===== config.mk =====
export PLATFORM = sky130hd
export DESIGN_NAME = if_fetch_stage
export DESIGN_NICKNAME = d
export VERILOG_FILES = /design/src/rtl/pipe_pkg.sv /design/src/rtl/sat_counter.sv /design/src/rtl/if_fetch_stage.sv
export SDC_FILE = /design/constraint.sdc
export NUM_CORES = 1
export LEC_CHECK = 0
export CAP_MARGIN = 20
export CORE_AREA = 2 2 128 142
export CTS_BUF_LIST = sky130_fd_sc_hd__clkbuf_4
export DETAILED_ROUTE_END_ITERATION = 12
export DIE_AREA = 0 0 130 144
export PLACE_DENSITY = 0.86
export SLEW_MARGIN = 20
export SYNTH_ARGS = -nofsm -noshare
export SYNTH_HDL_FRONTEND = slang
export SYNTH_SLANG_ARGS = --single-unit

===== constraint.sdc =====
create_clock -name clk -period 5.3 [get_ports clk]
set_input_delay 0.795 -clock clk [delete_from_list [all_inputs] [get_ports clk]]
set_output_delay 0.795 -clock clk [all_outputs]
set_load 0.02 [all_outputs]

===== src/rtl/pipe_pkg.sv =====
// Shared definitions for the 5-stage MIPS pipeline: datapath width,
// the NOP encoding used for IF/ID bubbles, and the fetch-stage state type.
package pipe_pkg;

    localparam int unsigned XLEN      = 32;
    localparam logic [31:0] NOP_INSTR = 32'h0000_0000;

    typedef enum logic {
        FETCH = 1'b0,
        HOLD  = 1'b1
    } fetch_state_e;

endpackage


===== src/rtl/sat_counter.sv =====
// Saturating up-counter used for performance reporting; sticks at all-ones.
module sat_counter #(
    parameter int unsigned WIDTH = 16
) (
    input  logic             clk,
    input  logic             reset,
    input  logic             inc,
    output logic [WIDTH-1:0] count
);

    logic [WIDTH-1:0] count_q;

    // Count qualified events, holding once every bit is set.
    always_ff @(posedge clk) begin
        if (reset) begin
            count_q <= '0;
        end else if (inc && (count_q != {WIDTH{1'b1}})) begin
            count_q <= count_q + WIDTH'(1);
        end
    end

    assign count = count_q;

endmodule


===== src/rtl/if_fetch_stage.sv =====
// Instruction-fetch stage with IF/ID pipeline register. Owns the PC, talks to a
// variable-latency instruction memory, parks an instruction that returns while
// the pipeline is stalled, and counts stall / flush cycles.
module if_fetch_stage #(
    parameter int unsigned      XLEN     = pipe_pkg::XLEN,
    parameter logic [XLEN-1:0]  RESET_PC = '0,
    parameter int unsigned      CNT_W    = 16
) (
    input  logic             clk,
    input  logic             reset,
    input  logic             pc_write,
    input  logic             if_id_write,
    input  logic             flush,
    input  logic [XLEN-1:0]  branch_target,
    output logic             imem_req,
    output logic [XLEN-1:0]  imem_addr,
    input  logic             imem_ready,
    input  logic [31:0]      imem_rdata,
    output logic [XLEN-1:0]  pc,
    output logic [31:0]      if_id_instr,
    output logic [XLEN-1:0]  if_id_pc4,
    output logic             if_id_valid,
    output logic [CNT_W-1:0] stall_cycles,
    output logic [CNT_W-1:0] flush_count
);

    import pipe_pkg::*;

    fetch_state_e    state_q, state_d;
    logic [XLEN-1:0] pc_q, pc_d;
    logic [31:0]     instr_q, instr_d;
    logic [XLEN-1:0] pc4_q, pc4_d;
    logic            valid_q, valid_d;
    logic [31:0]     buf_q, buf_d;

    logic            advance;
    logic [XLEN-1:0] pc_plus4;

    assign advance  = pc_write & if_id_write;
    assign pc_plus4 = pc_q + XLEN'(4);

    // Next-state decode: flush beats stall, stall beats normal advance.
    always_comb begin
        state_d = state_q;
        pc_d    = pc_q;
        instr_d = instr_q;
        pc4_d   = pc4_q;
        valid_d = valid_q;
        buf_d   = buf_q;
        case (state_q)
            FETCH: begin
                if (flush) begin
                    // Redirect; whatever memory returns this cycle is wrong-path.
                    pc_d    = branch_target;
                    instr_d = NOP_INSTR;
                    pc4_d   = '0;
                    valid_d = 1'b0;
                end else if (imem_ready) begin
                    if (advance) begin
                        instr_d = imem_rdata;
                        pc4_d   = pc_plus4;
                        valid_d = 1'b1;
                        pc_d    = pc_plus4;
                    end else begin
                        // Memory answered during a stall: keep the word, stop requesting.
                        buf_d   = imem_rdata;
                        state_d = HOLD;
                    end
                end else if (if_id_write) begin
                    // Nothing arrived but ID is consuming: hand it a bubble.
                    instr_d = NOP_INSTR;
                    pc4_d   = '0;
                    valid_d = 1'b0;
                end
            end
            HOLD: begin
                if (flush) begin
                    pc_d    = branch_target;
                    instr_d = NOP_INSTR;
                    pc4_d   = '0;
                    valid_d = 1'b0;
                    state_d = FETCH;
                end else if (advance) begin
                    instr_d = buf_q;
                    pc4_d   = pc_plus4;
                    valid_d = 1'b1;
                    pc_d    = pc_plus4;
                    state_d = FETCH;
                end
            end
            default: state_d = FETCH;
        endcase
    end

    // Control state, PC and IF/ID register; reset discards any pending fetch.
    always_ff @(posedge clk) begin
        if (reset) begin
            state_q <= FETCH;
            pc_q    <= RESET_PC;
            instr_q <= NOP_INSTR;
            pc4_q   <= '0;
            valid_q <= 1'b0;
        end else begin
            state_q <= state_d;
            pc_q    <= pc_d;
            instr_q <= instr_d;
            pc4_q   <= pc4_d;
            valid_q <= valid_d;
        end
    end

    // Holding buffer is pure data; it is only read after being written in FETCH.
    always_ff @(posedge clk) begin
        buf_q <= buf_d;
    end

    // Request is suppressed while reset is asserted so it rises on the first free cycle.
    assign imem_req    = (state_q == FETCH) & ~reset;
    assign imem_addr   = pc_q;
    assign pc          = pc_q;
    assign if_id_instr = instr_q;
    assign if_id_pc4   = pc4_q;
    assign if_id_valid = valid_q;

    sat_counter #(.WIDTH(CNT_W)) u_stall_cnt (
        .clk   (clk),
        .reset (reset),
        .inc   (~if_id_write),
        .count (stall_cycles)
    );

    sat_counter #(.WIDTH(CNT_W)) u_flush_cnt (
        .clk   (clk),
        .reset (reset),
        .inc   (flush),
        .count (flush_count)
    );

endmodule


Yosys cells after proc, flatten, opt, wreduce, memory -nomap -nowiden
Index checks and enable logic that the tools add are counted.

word-level totals
  logic and storage cells = 56
  input bits = 70
  bits in registers = 162

cells by class
  bitwise logic cells = 7
  muxes and demuxes = 28
  add/subtract/negate cells = 3
  reductions and logical operators = 4
  equal/unequal tests = 6

operators by type and width
  cell                                                             number
  32-bit 2-to-1 mux                                                14
  32-bit case mux with 2 select lines                              3
  16-bit by 1-bit adder with 16-bit output, second input constant  2
  32-bit by 3-bit adder with 32-bit output, second input constant  1
  16-bit != test, second input constant                            2
  1-bit 2-to-1 mux                                                 9
  4-bit != test, second input constant                             2
  1-bit inverter                                                   5
  1-bit case mux with 2 select lines                               2
  4-bit AND reduction                                              1
  3-bit by 2-bit != test with 1-bit output, second input constant  1
  3-bit != test, second input constant                             1
  3-bit AND reduction                                              1
  1-bit AND                                                        2
  1-bit logical AND                                                2

Depth between registers and ports, before layout
  depth after elaboration = 5
  depth in mapped cells = 8
  mapped depth without buffers = 6

Modules after synthesis
From an unflattened synthesis, not the netlist that was laid out.

unflattened totals
  cells, all modules = 867
  area total of the unflattened synthesis = 7817.5 µm²

by module, submodules not included
  module          area an instance (µm²)  instances  cells an instance
  if_fetch_stage  6120.9                  1          669
  sat_counter     848.3                   2          99

Worst setup path after synthesis
Ideal clock, no wire load.

  kind = input port to flip-flop
  start = input port if_id_write
  end = register buf_q[0] (enable)
  path buffers = 2
  cell stages on the path = 4
  path slack = 148 ps
  arrival time = 4639 ps
  setup time = 513 ps
  cells stage by stage = and2_1 > clkbuf_1 > clkbuf_1 > nor4b_1

on the way
  cells in the longest elaborated chain, start to end = 3

RTL lines
  item                                  RTL line               text
  start: declaration                    if_fetch_stage.sv:12   input logic if_id_write,
  1-bit AND                             if_fetch_stage.sv:39   assign advance = pc_write & if_id_write;
  1-bit inverter (no source line)       --
  4-bit AND reduction (no source line)  --
  end signal: assignment                if_fetch_stage.sv:114  buf_q <= buf_d;
  end: declaration                      if_fetch_stage.sv:34   logic [31:0] buf_q, buf_d;

No other way between the ends.
A chain may end at the register's enable or synchronous reset.

Final worst setup path
  start = input port if_id_write
  end = register pc4_q[30] (netlist: if_id_pc4[30])

on the way
  cells in the longest elaborated chain, start to end = 5
  elaborated cells on any way between the ends = 7
  classes of those cells = 1 x eq/ne; 5 x mux; 1 x bitwise

RTL lines
  item                                 RTL line               text
  1-bit AND                            if_fetch_stage.sv:39
  32-bit 2-to-1 mux (3 in series)      --
  32-bit case mux with 2 select lines  --
  end signal: assignment               if_fetch_stage.sv:107  pc4_q <= pc4_d;
  end: declaration                     if_fetch_stage.sv:32   logic [XLEN-1:0] pc4_q, pc4_d;

Several ways; a longest one is shown, not always the timed one.

==> metrics <==
peak supply drop=150 uV; area grow syn2layout=34.3%; Seq/Total Area, Yosys=0.476; multi-input logic area=3470 um^2; DRT Pass-1 Iters=5; RSZ-0062 raised after global routing=false; Slew HR=0.333; Initial DRC Count=405; storage element area=3560 um^2; fmax=0.329 GHz; EDFF count, synth=32; Max Cap Viol=0; worst hold slack=0.455 ns; top cells by area, synth=dfxtp_1 35%, edfxtp_1 13%, nor2_1 6.8%; CTS sink cnt=162; Layout Skew=0.0256 ns; setup ws final=2.26 ns; # setup viols final=0; DR vias/cell=5.36; Tot GR Track Use=0.221; asr flop ratio synth=0; fin nets=1,084; initial antenna violation count=1; most frequent cell after synthesis=nor2_1; Place WS=1.67 ns; via count=6,770; critical path class=input port to flip-flop; critical path endpoint category=flip-flop; Layout Utilization=0.577; Placed Cells=1,230; # IOs=232; PwrDens=249 nW/um^2; worst-path fanout max=24; post-synth top area cell=dfxtp_1; syn avg cell area=8.97 um^2; H-tree levels=4; setup repair bufs after CTS=0; CP Launch Type=input port; share of post-route cells with drive strength above 1=0.0537; Worst Path Required=5.81 ns; Most used DFF post-synth=dfxtp_1; period utilization=0.574; fillers=1,537; crit-path leading delay family=simple AND/OR/NAND/NOR gates; Syn Nets=907; Std-Cell Rows=51; total gr overflow=0; Post-DP HPWL=15,100 um; measured slew at the worst slew-check pin=0.999 ns; crit-path cells=clkdlybuf4s50_1 > and2_1 > nand2_1 > nor2_1 > a32oi_1 > nand2_1; clock tree buffer depth=2; vias in the first global route=6,310; largest net degree at the start of global routing=73; Post-Route WL=21,200 um; Final Hold Vio Count=0; PostCTS Resize Cnt=0; min cycle time layout=3.04 ns; CTS Hold Bufs=0; setup_tns=0 ns; Die Area=18,700 um^2; Static Leak=3.54 nW; critical path's largest stage delay=0.82 ns; die height=144 um; final cell count without fillers=1,263; Buffers & Inverters on Critical Path=1; Synth top area share=0.348; CP most frequent cell=nand2_1; clock latency on the worst-skew pair=0.59 ns; CP max-delay cell=and2_1; first-pass GRT wire length=32,400 um; Cell variety after synth=51; Yosys warnings=0; Wirelength per Cell=16.8 um; Hold Crit Class=flip-flop to flip-flop; number of synthesized register bits=162; Synth top cells by count=135 x nor2_1, 130 x dfxtp_1, 73 x nand2_1, 67 x a21oi_1, 45 x xor2_1; RePlAce Congestion=0.838; Clock Pin Slew Worst Setup and Hold Paths=0.15 ns; CTS Root Buffer Type=clkbuf_4; CP arrival=3.56 ns; Initial Utilization=0.430; Post-route DRC=0; CTS Buf Count=17; Slew Viols, Final=0; die boundary width=130 um; Mapped Cells=834; CTS tree=done; status=completed; Core Area=17,400 um^2; Final ANT Viol Nets=0; Cell Area, Synth=7480 um^2; # port buffers=231
[tightest hold or removal path: cells and delay by family (launching register included)]
kind | cells | cell delay, ns
compound gates | 1 | 0.05
flops | 1 | 0.34
simple gates | 1 | 0.05
[layout make-up]
type / instances / share of cell area
Antenna cell: 1 / 0.000249
Clock buffer: 17 / 0.0127
Clock inverter: 15 / 0.0200
Sequential cell: 162 / 0.355
Multi-Input combinational cell: 587 / 0.346
Timing Repair Buffer: 239 / 0.236
Tap cell: 238 / 0.0296
Inverter: 4 / 0.00149
[report_power, final]
part / internal (W) / total (W) / switching [W]
logic: 0.000161 / 0.000336 / 0.000176
registers: 0.00129 / 0.00134 / 0.0000465
clock network: 0.000342 / 0.000824 / 0.000482
total: 0.00180 / 0.00250 / 0.000704
[final timing paths]
check / startpoint / to / slack (ns) / depth (start not counted)
setup reg to reg: imem_addr[4] / imem_addr[17] / 3.09 / 5
hold / removal: if_id_pc4[22] / if_id_pc4[22] / 0.45 / 2
hold reg to reg: if_id_pc4[22] / if_id_pc4[22] / 0.45 / 2
setup / recovery: if_id_write / if_id_pc4[30] / 2.26 / 6
[per-stage QoR]
step / area, um^2 / power [W]
3_3_place_gp: 9720 / 0.00170
4_1_cts: 10000 / 0.00252
3_5_place_dp: 9720 / 0.00170
2_1_floorplan: 7480 / 0.00154
6_report: 10100 / 0.00250
5_1_grt: 10100 / 0.00261
[cell families after synthesis]
logic type / count (synthesis) / synth area share
AO/OA/AOI/OAI: 148 / 0.115
flip-flops: 162 / 0.476
buffers and inverters: 85 / 0.0607
multiplexers: 41 / 0.0548
adder cells (fa/ha/maj): 3 / 0.00502
AND/OR/NAND/NOR: 335 / 0.219
XOR/XNOR: 60 / 0.0702
[layout by cell type (no fill, tap or decap), types with 4 or more instances in the layout]
master / synthesis / final
a21oi_1: 67 / 67
o21ai_1: 4 / 4
buf_4: 32 / 9
clkbuf_4: 0 / 17
nor3_1: 24 / 24
nor4_1: 4 / 4
edfxtp_1: 32 / 32
and2_1: 5 / 4
a211oi_1: 8 / 8
nand4_1: 15 / 15
inv_1: 4 / 4
nand3_1: 24 / 24
dfxtp_1: 130 / 129
clkinv_4: 0 / 6
o22ai_1: 7 / 7
xor2_1: 45 / 45
o211ai_1: 11 / 11
o21ai_0: 28 / 28
clkdlybuf4s50_1: 0 / 230
and3_1: 20 / 20
mux2i_1: 41 / 41
and4_1: 9 / 9
nand2_1: 73 / 73
nor2_1: 135 / 135
a31oi_1: 9 / 9
xnor2_1: 15 / 15
[state kept, by name, summed over array words and instances, names as in the netlist]
register and count:
buf_q 32, if_id_instr 32, if_id_pc4 32, if_id_valid 1, imem_addr 32, state_q 1
u_flush_cnt.count 16, u_stall_cnt.count 16
[layer usage]
metal | track usage | up-vias | routed length, um
met1 | 0.269 | 3199 | 8770
met2 | 0.373 | 279 | 10300
li1 | - | 3252 | -
met3 | 0.0625 | 40 | 1600
met4 | 0.0815 | 0 | 522
met5 | 0 | - | 0
Power figures use the tool's default switching activity.
